==> src/rtl/jt053244_objram_arb_if.sv <==
`default_nettype none
// +--------------------------------------------------------------------------+
// | jt053244_objram_arb_if : CPU-side request/acknowledge bus to object RAM  |
// | Revision: 1.0                                                            |
// +--------------------------------------------------------------------------+
interface jt053244_objram_arb_if #(
  parameter int AW = 13
);
  logic          cpu_cs;
  logic          cpu_we;
  logic [AW-1:0] cpu_addr;
  logic [15:0]   cpu_dout;
  logic [1:0]    cpu_dsn;
  logic [15:0]   cpu_din;
  logic          cpu_ok;
  logic [7:0]    cpu_waits;

  modport master (
    output cpu_cs, cpu_we, cpu_addr, cpu_dout, cpu_dsn,
    input  cpu_din, cpu_ok, cpu_waits
  );

  modport slave (
    input  cpu_cs, cpu_we, cpu_addr, cpu_dout, cpu_dsn,
    output cpu_din, cpu_ok, cpu_waits
  );
endinterface
`default_nettype wire

==> src/rtl/jt053244_objram_arb.sv <==
`default_nettype none
// +--------------------------------------------------------------------------+
// | jt053244_objram_arb : shares object RAM between sprite DMA and the CPU   |
// | Revision: 1.0                                                            |
// +--------------------------------------------------------------------------+
module jt053244_objram_arb #(
  parameter int AW = 13
) (
  input  logic                    clk,
  input  logic                    rst_n,
  input  logic                    pxl2_cen,
  jt053244_objram_arb_if.slave    cpu,
  input  logic                    dma_bsy,
  input  logic [AW-1:0]           dma_addr,
  output logic [15:0]             dma_data,
  output logic [AW-1:0]           ram_addr,
  output logic [15:0]             ram_din,
  output logic [1:0]              ram_we,
  input  logic [15:0]             ram_dout
);

  typedef enum logic [1:0] {
    ST_IDLE    = 2'd0,
    ST_REQ     = 2'd1,
    ST_RD_WAIT = 2'd2,
    ST_DONE    = 2'd3
  } state_t;

  state_t        state_q, state_d;
  logic          we_q, we_d;
  logic [AW-1:0] addr_q, addr_d;
  logic [15:0]   data_q, data_d;
  logic [1:0]    dsn_q, dsn_d;
  logic [7:0]    waits_q, waits_d;
  logic [15:0]   din_q, din_d;
  logic          cs_prev_q, cs_prev_d;
  logic          run_q, run_d;
  logic          dma_pend_q, dma_pend_d;
  logic [15:0]   dma_data_q, dma_data_d;
  logic          slot;

  // run_q keeps DMA off the RAM bus while reset is held, so ram_addr reads 0
  assign slot = run_q & pxl2_cen & dma_bsy;

  always_comb begin
    state_d    = state_q;
    we_d       = we_q;
    addr_d     = addr_q;
    data_d     = data_q;
    dsn_d      = dsn_q;
    waits_d    = waits_q;
    din_d      = din_q;
    cs_prev_d  = cpu.cpu_cs;
    run_d      = 1'b1;
    dma_pend_d = slot;
    dma_data_d = dma_pend_q ? ram_dout : dma_data_q;
    ram_addr   = addr_q;
    ram_din    = data_q;
    ram_we     = 2'b00;

    case (state_q)
      ST_IDLE: begin
        // Rising edge only: a request still held across reset is not replayed
        if (cpu.cpu_cs && !cs_prev_q) begin
          we_d    = cpu.cpu_we;
          addr_d  = cpu.cpu_addr;
          data_d  = cpu.cpu_dout;
          dsn_d   = cpu.cpu_dsn;
          waits_d = 8'd0;
          state_d = ST_REQ;
        end
      end
      ST_REQ: begin
        if (!cpu.cpu_cs) begin
          waits_d = 8'd0;
          state_d = ST_IDLE;
        end else if (slot) begin
          waits_d = (waits_q == 8'hFF) ? waits_q : waits_q + 8'd1;
        end else if (we_q) begin
          ram_we  = ~dsn_q;
          state_d = ST_DONE;
        end else begin
          state_d = ST_RD_WAIT;
        end
      end
      ST_RD_WAIT: begin
        if (!cpu.cpu_cs) begin
          waits_d = 8'd0;
          state_d = ST_IDLE;
        end else begin
          din_d   = ram_dout;
          state_d = ST_DONE;
        end
      end
      ST_DONE: begin
        if (!cpu.cpu_cs) begin
          waits_d = 8'd0;
          state_d = ST_IDLE;
        end
      end
      default: state_d = ST_IDLE;
    endcase

    if (slot) begin
      ram_addr = dma_addr;
      ram_we   = 2'b00;
    end
  end

  always_ff @(posedge clk or negedge rst_n) begin
    if (!rst_n) begin
      state_q    <= ST_IDLE;
      we_q       <= 1'b0;
      addr_q     <= '0;
      data_q     <= 16'd0;
      dsn_q      <= 2'b11;
      waits_q    <= 8'd0;
      din_q      <= 16'd0;
      cs_prev_q  <= 1'b1;
      run_q      <= 1'b0;
      dma_pend_q <= 1'b0;
      dma_data_q <= 16'd0;
    end else begin
      state_q    <= state_d;
      we_q       <= we_d;
      addr_q     <= addr_d;
      data_q     <= data_d;
      dsn_q      <= dsn_d;
      waits_q    <= waits_d;
      din_q      <= din_d;
      cs_prev_q  <= cs_prev_d;
      run_q      <= run_d;
      dma_pend_q <= dma_pend_d;
      dma_data_q <= dma_data_d;
    end
  end

  assign cpu.cpu_ok    = (state_q == ST_DONE);
  assign cpu.cpu_din   = din_q;
  assign cpu.cpu_waits = waits_q;
  assign dma_data      = dma_data_q;

endmodule
`default_nettype wire

==> src/flat_wrapper.sv <==
// flat-port wrapper written by rule: the top's interface ports become plain ports
module jt053244_objram_arb_flat 
#(
  parameter int AW = 13
)
  (clk, rst_n, pxl2_cen, dma_bsy, dma_addr, dma_data, ram_addr, ram_din, ram_we, ram_dout, cpu_cpu_cs, cpu_cpu_we, cpu_cpu_addr, cpu_cpu_dout, cpu_cpu_dsn, cpu_cpu_din, cpu_cpu_ok, cpu_cpu_waits);
  jt053244_objram_arb_if #(.AW(AW)) cpu_i ();
  input  logic clk;
  input  logic rst_n;
  input  logic pxl2_cen;
  input  logic dma_bsy;
  input  logic [AW-1:0] dma_addr;
  output logic [15:0] dma_data;
  output logic [AW-1:0] ram_addr;
  output logic [15:0] ram_din;
  output logic [1:0] ram_we;
  input  logic [15:0] ram_dout;
  input wire logic [$bits(cpu_i.cpu_cs)-1:0] cpu_cpu_cs;
  input wire logic [$bits(cpu_i.cpu_we)-1:0] cpu_cpu_we;
  input wire logic [$bits(cpu_i.cpu_addr)-1:0] cpu_cpu_addr;
  input wire logic [$bits(cpu_i.cpu_dout)-1:0] cpu_cpu_dout;
  input wire logic [$bits(cpu_i.cpu_dsn)-1:0] cpu_cpu_dsn;
  output wire logic [$bits(cpu_i.cpu_din)-1:0] cpu_cpu_din;
  output wire logic [$bits(cpu_i.cpu_ok)-1:0] cpu_cpu_ok;
  output wire logic [$bits(cpu_i.cpu_waits)-1:0] cpu_cpu_waits;
  assign cpu_i.cpu_cs = cpu_cpu_cs;
  assign cpu_i.cpu_we = cpu_cpu_we;
  assign cpu_i.cpu_addr = cpu_cpu_addr;
  assign cpu_i.cpu_dout = cpu_cpu_dout;
  assign cpu_i.cpu_dsn = cpu_cpu_dsn;
  assign cpu_cpu_din = cpu_i.cpu_din;
  assign cpu_cpu_ok = cpu_i.cpu_ok;
  assign cpu_cpu_waits = cpu_i.cpu_waits;
  jt053244_objram_arb #(.AW(AW)) u_core (.clk(clk), .rst_n(rst_n), .pxl2_cen(pxl2_cen), .cpu(cpu_i), .dma_bsy(dma_bsy), .dma_addr(dma_addr), .dma_data(dma_data), .ram_addr(ram_addr), .ram_din(ram_din), .ram_we(ram_we), .ram_dout(ram_dout));
endmodule
==> config.mk <==
export PLATFORM = sky130hd
export DESIGN_NAME = jt053244_objram_arb_flat
export DESIGN_NICKNAME = d
export VERILOG_FILES = /design/src/rtl/jt053244_objram_arb_if.sv /design/src/rtl/jt053244_objram_arb.sv /design/src/flat_wrapper.sv
export SDC_FILE = /design/constraint.sdc
export NUM_CORES = 1
export LEC_CHECK = 0
export CAP_MARGIN = 10
export CORE_ASPECT_RATIO = 1.4
export CORE_MARGIN = 10
export CORE_UTILIZATION = 42
export DETAILED_ROUTE_END_ITERATION = 12
export HOLD_SLACK_MARGIN = 0.02
export PLACE_DENSITY = 0.86
export SLEW_MARGIN = 20
export SYNTH_ARGS = -nofsm -noshare
export SYNTH_HDL_FRONTEND = slang
export SYNTH_SLANG_ARGS = --single-unit
==> constraint.sdc <==
create_clock -name clk -period 2.2 [get_ports clk]
set_input_delay 0.22 -clock clk [delete_from_list [all_inputs] [get_ports clk]]
set_output_delay 0.22 -clock clk [all_outputs]
set_load 0.05 [all_outputs]
# After elaboration in Yosys (flattened, before gate mapping)
# Cells that the tools add are included.
[op_classes]
muxes = 18
div_mod_pow = 0
n_eq_ne = 10
n_addsub = 1
n_bitwise = 3
order_cmp = 0
shift = 0
multipliers = 0
reduce_logical = 8
[ops]
columns = ["op", "n"]
rows = [
  ["$mux W8", 5],
  ["$pmux W8 S3", 1],
  ["$mux W2", 9],
  ["$mux W13", 1],
  ["$add A8 B1 Y8 const B", 1],
  ["$eq A8 B8 Y1 const B", 1],
  ["$pmux W2 S4", 1],
  ["$ne A3 B3 Y1 const B", 2],
  ["$eq A2 B2 Y1 const B", 2],
  ["$ne A2 B2 Y1 const B", 2],
  ["$reduce_and A2 Y1", 2],
  ["$reduce_and A4 Y1", 1],
  ["$ne A3 B2 Y1 const B", 1],
  ["$reduce_and A3 Y1", 1],
  ["$and A1 B1 Y1", 2],
  ["$eq A2 B1 Y1 const B", 1],
  ["$logic_not A2 Y1", 1],
  ["$ne A2 B1 Y1 const B", 1],
  ["$not A2 Y2", 1],
  ["$reduce_or A2 Y1", 1],
  ["$logic_and A1 B1 Y1", 1],
  ["$logic_not A1 Y1", 1],
  ["$mux W1", 1],
]
[word_totals]
mem_bits_ro = 0
out_inout_bits = 72
in_bits = 66
mem_bits_rw = 0
memories = 0
regBits = 77
latch_bits = 0

# Depth between registers and ports, before layout
# Gate-level depths: netlist of run 1.
[depth]
word_depth = 5
mapped_depth = 6

# Worst setup path before layout of run 1
# OpenSTA, ideal clock, no wires.
[synth_timing]
path_type = "register -> register"
startpoint = "register u_core.waits_q[0], in the netlist u_core.cpu.cpu_waits[0]"
endpoint = "register u_core.waits_q[3], in the netlist u_core.cpu.cpu_waits[3]"
path_buffers = 0
path_slack_ns = 0.317
arrival_ns = 1.793
path_stages_with_launch = 6
setup_ns = 0.090
cell_sequence = "dfrtp_1 > ha_1 > nand3_1 > o21ai_0 > a21oi_1 > o221ai_1"
[synth_between]
elab_chain_len = 5
elab_cells_between_ends = 8
cone_classes = "add/sub (1); eq/ne (2); mux (4); reduce/logical (1)"
[synth_lines]
columns = ["item", "line", "text"]
rows = [
  ["from (decl)", "jt053244_objram_arb.sv:34", "logic [7:0] waits_q, waits_d;"],
  ["from (signal assigned)", "jt053244_objram_arb.sv:129", "waits_q <= waits_d;"],
  ["$add A8 B1 Y8", "jt053244_objram_arb.sv:78", "waits_d = (waits_q == 8'hFF) ? waits_q : waits_q + 8'd1;"],
  ["$mux W8", "jt053244_objram_arb.sv:78", ""],
  ["$mux W8", "jt053244_objram_arb.sv:77", "end else if (slot) begin"],
  ["$mux W8", "jt053244_objram_arb.sv:74", "if (!cpu.cpu_cs) begin"],
  ["$pmux W8 S3", "jt053244_objram_arb.sv:61", "case (state_q)"],
]
# Several ways; a longest one is shown, not always the timed one. The select of a mux whose other input is x is not followed.
# A chain may end at the register's enable or synchronous reset.

# Worst setup path in the final report of run 1
[layout_timing]
startpoint = "register u_core.state_q[0]"
endpoint = "output port cpu_cpu_ok"
[layout_between]
elab_chain_len = 1
[layout_lines]
columns = ["item", "line", "text"]
rows = [
  ["from (decl)", "jt053244_objram_arb.sv:29", "state_t state_q, state_d;"],
  ["from (signal assigned)", "jt053244_objram_arb.sv:124", "state_q <= state_d;"],
  ["$eq A2 B2 Y1", "jt053244_objram_arb.sv:138", "assign cpu.cpu_ok = (state_q == ST_DONE);"],
  ["to (decl)", "flat_wrapper.sv:24", "output wire logic [$bits(cpu_i.cpu_ok)-1:0] cpu_cpu_ok;"],
]
# Every way passes these cells.

==> results.py, run 1 <==
metrics = {
    "floorplanning": {
        "num_io_pins": 138,
        "rows": 37,
        "core-area_um2": 7450,
        "die_x_um": 94.3,
        "die-area_um2": 11700,
        "initial_utilization_pct": 43.5,
        "die_h_um": 124,
    },
    "synth": {
        "yosysSeqAreaShare_pct": 59.5,
        "synthCells": 250,
        "synth.avg_cell_area_um2": 13.0,
        "synthesized_net_count": 317,
        "summed_instance_area_of_the_synthesized_netlist_um2": 3240,
        "synth-warning-count": 0,
        "ys_seq_elements": 77,
        "synth_top_cell_area_share_pct": 57.1,
        "netlist_top_cells_area": "sky130_fd_sc_hd__dfrtp_1, sky130_fd_sc_hd__mux2_2, sky130_fd_sc_hd__nand2_1",
        "synth_top_cell_by_area": "sky130_fd_sc_hd__dfrtp_1",
        "post_synth_num_cell_types": 36,
    },
    "drt": {
        "avgRoutedWirePerCell_um": 17.2,
        "first_pass_iters": 4,
        "drt-vias-per-instance": 4.93,
        "detail-route-antenna-nets": 0,
        "drc": 0,
        "wirelength_um": 8510,
        "via_count_of_the_routed_design": 2441,
        "initial_drt_markers": 87,
    },
    "grt": {
        "first_global_vias": 2620,
        "track_usage_pct": 14.7,
        "number_of_antenna_violations_at_the_first_check_in_global_routing": 0,
        "global_route.overflow_total": 0,
        "grt_first_pass_wirelength_um": 13400,
        "grt_max_degree": 78,
    },
    "status": {
        "outcome": "complete, no violations",
    },
    "power_and_ir_drop": {
        "worst_ir_drop_vdd_uv": 815,
        "static-leakage-power_nw": 2.08,
        "fin_total_pwr_mw": 5.62,
        "cellPowerDensity_nw_per_um2": 1140,
    },
    "finish": {
        "drive_above_1_share_pct": 27.1,
        "nets": 460,
        "multi_input_comb_area_um2": 1220,
        "layout.cell_area.non_filler_um2": 4940,
        "area_delta_synth_final_pct": 52.2,
        "most_common_cell_after_layout_fill_and_taps_aside": "sky130_fd_sc_hd__clkdlybuf4s50_1",
        "regArea_um2": 1930,
        "antenna_cells": 0,
        "finalCoreUtilization_pct": 66.2,
        "fillerInstances": 576,
        "final_cell_mix": "sky130_fd_sc_hd__clkdlybuf4s50_1, sky130_fd_sc_hd__dfrtp_1, sky130_fd_sc_hd__mux2_2",
    },
    "timing": {
        "relSlewSlack_pct": 35.9,
        "final_clock_skew_ns": 0.0107,
        "number_of_hold_slack_violations_in_the_final_timing_report": 0,
        "fin_ws_ns": 0.174,
        "post-route-min-period_ns": 2.03,
        "tightest_slew_ns": 0.961,
        "timing.setup.tns_ns": 0,
        "rsz0062_at_grt": "false",
        "final.period_utilization_pct": 92.1,
        "finalSetupViolCount": 0,
        "max_clock_freq_mhz": 494,
        "final_max_tran_viols": 0,
    },
    "setup_path": {
        "slowest_delay_ns": 0.80,
        "crit_slowest_cell": "sky130_fd_sc_hd__clkdlybuf4s50_1",
        "crit_chain": "and2_1 -> clkdlybuf4s50_1",
        "cpLargestDelayFamily": "buffers and inverters",
        "critical_path_buf_inv_count": 1,
        "startpoint_type": "flip-flop",
        "crit_path_end_kind": "output pin",
        "data_required_time_at_the_worst_endpoint_ns": 1.98,
        "worstSetupPathType": "flip-flop to output pin",
        "cp_data_arrival_time_ns": 1.81,
        "crit_path_max_fanout": 7,
    },
    "clock_tree": {
        "cts_tree": "yes",
        "clockRootBuffer": "sky130_fd_sc_hd__clkbuf_8",
        "number_of_buffers_on_the_longest_clock_path": 2,
        "cts_made_buffers": 9,
        "post_cts_buffers": 0,
        "cts_clock_pin_slew_for_the_worst_setup_and_hold_paths_ns": 0.08,
        "ctsResizeCount": 0,
        "clock_sink_count": 77,
        "cts-hold-fix-buffers": 0,
        "clock_insertion_delay_worst_skew_ns": 0.34,
        "cts-htree-levels": 3,
    },
    "placement": {
        "dpl-instance-area_um2": 4710,
        "io_buffer_count": 137,
        "placement.setup.worst_slack_ns": 0.215,
        "gpl.final_weighted_congestion": 0.803,
        "post-dp-hpwl_um": 6490,
    },
    "worst_hold_path": {
        "hold_removal_path_class": "input pin to async pin",
    },
    "job": {
        "maxCapViolations": 0,
    },
}
## layout make-up
cell class | instances | area share (%)
clock inverters | 6 | 1.90
flip-flops and latches | 77 | 39.1
multi-input cells | 156 | 24.7
inverters | 6 | 0.456
well taps | 97 | 2.46
clock buffers | 10 | 2.79
repair buffers | 143 | 28.6
## metrics by stage
step                      instances  hold slack, ns
after floorplan                 250         -0.0756
after CTS                       495          0.0431
after global placement          479           0.428
after global routing            495          0.0785
after detailed placement        479           0.426
final                           495          0.0125
## where the power goes
| part | leakage, nW | switching, mW | total, mW | internal (mW) |
|---|---|---|---|---|
| Clock | 0.113 | 0.523 | 1.20 | 0.677 |
| Sequential | 0.926 | 0.182 | 1.95 | 1.77 |
| Combinational | 1.05 | 1.55 | 2.47 | 0.921 |
## registers in the layout (all words and copies together) (netlist names)
signal	cells
u_core.cpu.cpu_din	16
u_core.dma_data	16
u_core.ram_din	16
u_core.addr_q	13
u_core.cpu.cpu_waits	8
u_core.dsn_q	2
u_core.state_q	2
u_core.cs_prev_q	1
u_core.dma_pend_q	1
u_core.run_q	1
u_core.we_q	1
## final timing paths
| path | startpoint | endpoint | slack (ns) | cells past startpoint |
|---|---|---|---|---|
| worst max-delay path | u_core.state_q[0]$_DFFE_PN0P_ | cpu_cpu_ok | 0.17 | 2 |
| worst min-delay path | rst_n | u_core.ram_din[12]$_DFFE_PN0P_ | 0.01 | 1 |
| worst max register to register | u_core.cpu.cpu_waits[0]$_DFFE_PN0P_ | u_core.cpu.cpu_waits[3]$_DFFE_PN0P_ | 0.30 | 5 |
| worst min register to register | u_core.addr_q[12]$_DFFE_PN0P_ | u_core.addr_q[12]$_DFFE_PN0P_ | 0.51 | 1 |
| max in group asynchronous | rst_n | u_core.cpu.cpu_waits[3]$_DFFE_PN0P_ | 1.55 | 1 |
| min in group clk | cpu_cpu_cs | u_core.cs_prev_q$_DFF_PN1_ | 0.47 | 1 |
## Yosys cell counts
cell and count:
sky130_fd_sc_hd__dfrtp_1 74, sky130_fd_sc_hd__xnor2_1 1, sky130_fd_sc_hd__nand4_1 1, sky130_fd_sc_hd__nor2b_1 2
sky130_fd_sc_hd__mux2i_1 3, sky130_fd_sc_hd__clkinv_1 1, sky130_fd_sc_hd__o211ai_1 1, sky130_fd_sc_hd__nand3b_1 1
sky130_fd_sc_hd__nor4b_2 1, sky130_fd_sc_hd__o21ai_0 2, sky130_fd_sc_hd__nor2_1 6, sky130_fd_sc_hd__inv_1 5
sky130_fd_sc_hd__o22ai_1 1, sky130_fd_sc_hd__nand3_2 1, sky130_fd_sc_hd__conb_1 1, sky130_fd_sc_hd__o221ai_1 2
sky130_fd_sc_hd__and3b_1 1, sky130_fd_sc_hd__a211oi_1 1, sky130_fd_sc_hd__nand3_1 4, sky130_fd_sc_hd__buf_1 1
sky130_fd_sc_hd__o31ai_1 1, sky130_fd_sc_hd__clkbuf_1 3, sky130_fd_sc_hd__dfstp_2 3, sky130_fd_sc_hd__or3_1 3
sky130_fd_sc_hd__or4_1 1, sky130_fd_sc_hd__nand2_1 48, sky130_fd_sc_hd__o21a_1 1, sky130_fd_sc_hd__buf_6 5
sky130_fd_sc_hd__o211ai_4 1, sky130_fd_sc_hd__mux2_2 64, sky130_fd_sc_hd__a21oi_1 3, sky130_fd_sc_hd__o21ai_1 1
sky130_fd_sc_hd__nor4_1 2, sky130_fd_sc_hd__and2_1 1, sky130_fd_sc_hd__ha_1 1, sky130_fd_sc_hd__buf_2 2
## logic make-up (layout without fill, tap and decap cells)
group,after synthesis,count (layout),synth area share [%]
AO/OA/AOI/OAI,14,14,3.24
multiplexers,67,67,23.1
AND/OR/NAND/NOR,72,72,10.1
flip-flops,77,77,59.5
adder cells (fa/ha/maj),1,1,0.386
other,1,1,0.116
XOR/XNOR,1,1,0.270
buffers and inverters,17,165,3.20
## per-layer routing
metal | GRT usage [%] | vias to the layer above | part of all wire, %
li1 | - | 1142 | -
met4 | 6.38 | 0 | 2.2
met1 | 14.2 | 1202 | 34
met5 | 0 | - | 0
met3 | 6.80 | 14 | 10
met2 | 26.1 | 83 | 53
No activity file was read; power rests on OpenSTA's default activity.
==> run 2, diff against run 1 <==
--- a/config.mk
+++ b/config.mk
@@ -12,6 +12,8 @@
 export DETAILED_ROUTE_END_ITERATION = 12
 export HOLD_SLACK_MARGIN = 0.02
 export PLACE_DENSITY = 0.86
+export RECOVER_POWER = 25
+export REMOVE_ABC_BUFFERS = 1
 export SLEW_MARGIN = 20
 export SYNTH_ARGS = -nofsm -noshare
 export SYNTH_HDL_FRONTEND = slang
==> run 2 against run 1 <==
Compared with the run above: first-iteration DRC count down 9.2%; count of clock-buffer cells in the layout unchanged; critical endpoint unchanged; fmax down 1.3%; sequential power about the same; worst hold slack better by 0.47 ns; worst setup slack worse by 0.027 ns.
==> results.py, run 2 (same netlist as run 1, synthesis figures left out) <==
metrics = {
    "power_and_ir_drop": {
        "cellPowerDensity_nw_per_um2": 1130,
        "clock_network_power_share_pct": 20.9,
        "seq_power_share_pct": 34.8,
        "fin_total_pwr_mw": 5.61,
        "p_comb_share_pct": 44.3,
        "p_int_mw": 3.36,
        "static-leakage-power_nw": 2.10,
        "switching_power_mw": 2.25,
        "worst_ir_drop_vdd_uv": 758,
        "switching_share_pct": 40.1,
    },
    "clock_tree": {
        "clockRootBuffer": "sky130_fd_sc_hd__clkbuf_8",
        "cts-htree-levels": 3,
        "clock_sink_count": 77,
        "ctsResizeCount": 0,
        "cts-hold-fix-buffers": 1,
        "post_cts_buffers": 0,
        "cts_clock_pin_slew_for_the_worst_setup_and_hold_paths_ns": 0.08,
        "cts_made_buffers": 9,
        "cts_tree": "yes",
        "clock_insertion_delay_worst_skew_ns": 0.35,
        "number_of_buffers_on_the_longest_clock_path": 2,
    },
    "timing": {
        "rsz0062_at_grt": "false",
        "final_max_tran_viols": 0,
        "max_clock_freq_mhz": 487,
        "finalSetupViolCount": 0,
        "relSlewSlack_pct": 27.7,
        "final.period_utilization_pct": 93.3,
        "number_of_hold_slack_violations_in_the_final_timing_report": 0,
        "tightest_slew_ns": 1.09,
        "post-route-min-period_ns": 2.05,
        "final_clock_skew_ns": 0.00447,
    },
    "placement": {
        "post-dp-hpwl_um": 6860,
        "gpl.final_weighted_congestion": 0.792,
        "io_buffer_count": 137,
        "cell_count_post_placement": 481,
    },
    "floorplanning": {
        "core-area_um2": 7450,
        "die_x_um": 94.3,
        "die_h_um": 124,
        "num_io_pins": 138,
        "initial_utilization_pct": 43.5,
        "rows": 37,
        "die-area_um2": 11700,
    },
    "finish": {
        "final_cell_mix": "sky130_fd_sc_hd__clkdlybuf4s50_1, sky130_fd_sc_hd__dfrtp_1, sky130_fd_sc_hd__mux2_2",
        "fillerInstances": 562,
        "regArea_um2": 1930,
        "most_common_cell_after_layout_fill_and_taps_aside": "sky130_fd_sc_hd__clkdlybuf4s50_1",
        "area_delta_synth_final_pct": 53.1,
        "finalNonFillerCells": 498,
        "multi_input_comb_area_um2": 1220,
        "antenna_cells": 0,
        "nets": 463,
        "drive_above_1_share_pct": 27.4,
    },
    "grt": {
        "number_of_antenna_violations_at_the_first_check_in_global_routing": 0,
        "track_usage_pct": 15.2,
        "grt_first_pass_wirelength_um": 13600,
        "first_global_vias": 2696,
        "global_route.overflow_total": 0,
        "grt_max_degree": 44,
    },
    "setup_path": {
        "crit_chain": "and2_1 -> clkdlybuf4s50_1",
        "worst-path-stages": 2,
        "startpoint_type": "flip-flop",
        "crit_path_end_kind": "output pin",
        "critical_path_buf_inv_count": 1,
        "reg2reg_to": "u_core.cpu.cpu_waits[1]$_DFFE_PN0P_",
        "r2r.worst_path.cells": 5,
        "data_required_time_at_the_worst_endpoint_ns": 1.98,
        "crit_path_max_fanout": 8,
        "crit_slowest_cell": "sky130_fd_sc_hd__clkdlybuf4s50_1",
        "slowest_delay_ns": 0.81,
        "cp_data_arrival_time_ns": 1.83,
        "reg2reg_slack_ns": 0.34,
        "timing.critical_path.from": "u_core.state_q[1]$_DFFE_PN0P_",
        "cpLargestDelayFamily": "buffers and inverters",
        "reg2reg_from": "u_core.cpu.cpu_waits[0]$_DFFE_PN0P_",
        "worstSetupPathType": "flip-flop to output pin",
        "critical_path.endpoint": "cpu_cpu_ok",
    },
    "drt": {
        "via_count_of_the_routed_design": 2430,
        "drt-vias-per-instance": 4.88,
        "wirelength_um": 8720,
        "drc": 0,
        "initial_drt_markers": 79,
        "first_pass_iters": 4,
        "avgRoutedWirePerCell_um": 17.5,
        "detail-route-antenna-nets": 0,
    },
    "worst_hold_path": {
        "hold_removal_path_class": "input pin to flip-flop",
    },
    "status": {
        "outcome": "complete, no violations",
    },
    "job": {
        "maxCapViolations": 0,
    },
}
-- run 2: per-stage QoR --
| stage | setup TNS (ns) | setup slack, ns | cell area [um^2] | hold WS, ns | util, % |
|---|---|---|---|---|---|
| finish | 0 | 0.146 | 4960 | 0.481 | 66.6 |
| global placement | 0 | 0.312 | 4730 | 0.244 | 63.5 |
| CTS | 0 | 0.104 | 4970 | 0.399 | 66.6 |
| floorplan | -21.71 | -0.681 | 3160 | -0.0756 | - |
| global route | 0 | 0.0572 | 4960 | 0.468 | 66.6 |
| detailed placement | 0 | 0.235 | 4730 | 0.245 | 63.5 |
-- run 2: layout make-up --
type	instances	area share (%)
sequential	77	38.9
timing repair buffer	146	29.2
multi-input combinational	156	24.5
clock buffer	10	2.77
tap	97	2.44
clock inverter	6	1.74
inverter	6	0.454
-- run 2: worst reg2reg max path, delay by kind of cell, from the launching register on --
| family | cells | cell delay, ns |
|---|---|---|
| compound gates | 2 | 0.62 |
| flops | 1 | 0.42 |
| simple gates | 1 | 0.24 |
| mux | 1 | 0.26 |
| fa+ha+maj | 1 | 0.23 |
-- run 2: layer usage --
metal  part of all wire, %  vias up  GRT usage (%)
met5                     0        -              0
met4                   2.7        0           8.19
met3                   7.8       18           5.54
met2                    55       71           27.9
met1                    34     1192           14.1
li1                      -     1149              -
-- run 2: power groups by stage --
stage	Sequential (mW)	Clock (mW)	Combinational [mW]
finish	1.95	1.17	2.49
global route	1.99	1.27	2.60
CTS	1.95	1.21	2.52
detailed placement	1.98	0	2.52
global placement	1.96	0	2.49
floorplan	2.86	0	0.658
-- run 2: worst min-delay path by stage --
stage,from,end,slack (ns),depth (start not counted)
after floorplan,rst_n,u_core.addr_q[0]$_DFFE_PN0P_,-0.08,0
after global placement,rst_n,u_core.cpu.cpu_din[13]$_DFFE_PN0P_,0.24,1
after detailed placement,rst_n,u_core.dma_data[13]$_DFFE_PN0P_,0.25,1
after CTS,rst_n,u_core.cpu.cpu_din[12]$_DFFE_PN0P_,0.40,2
after global routing,cpu_cpu_dsn[0],u_core.dsn_q[0]$_DFFE_PN1P_,0.47,2
final,cpu_cpu_addr[3],u_core.addr_q[3]$_DFFE_PN0P_,0.48,2
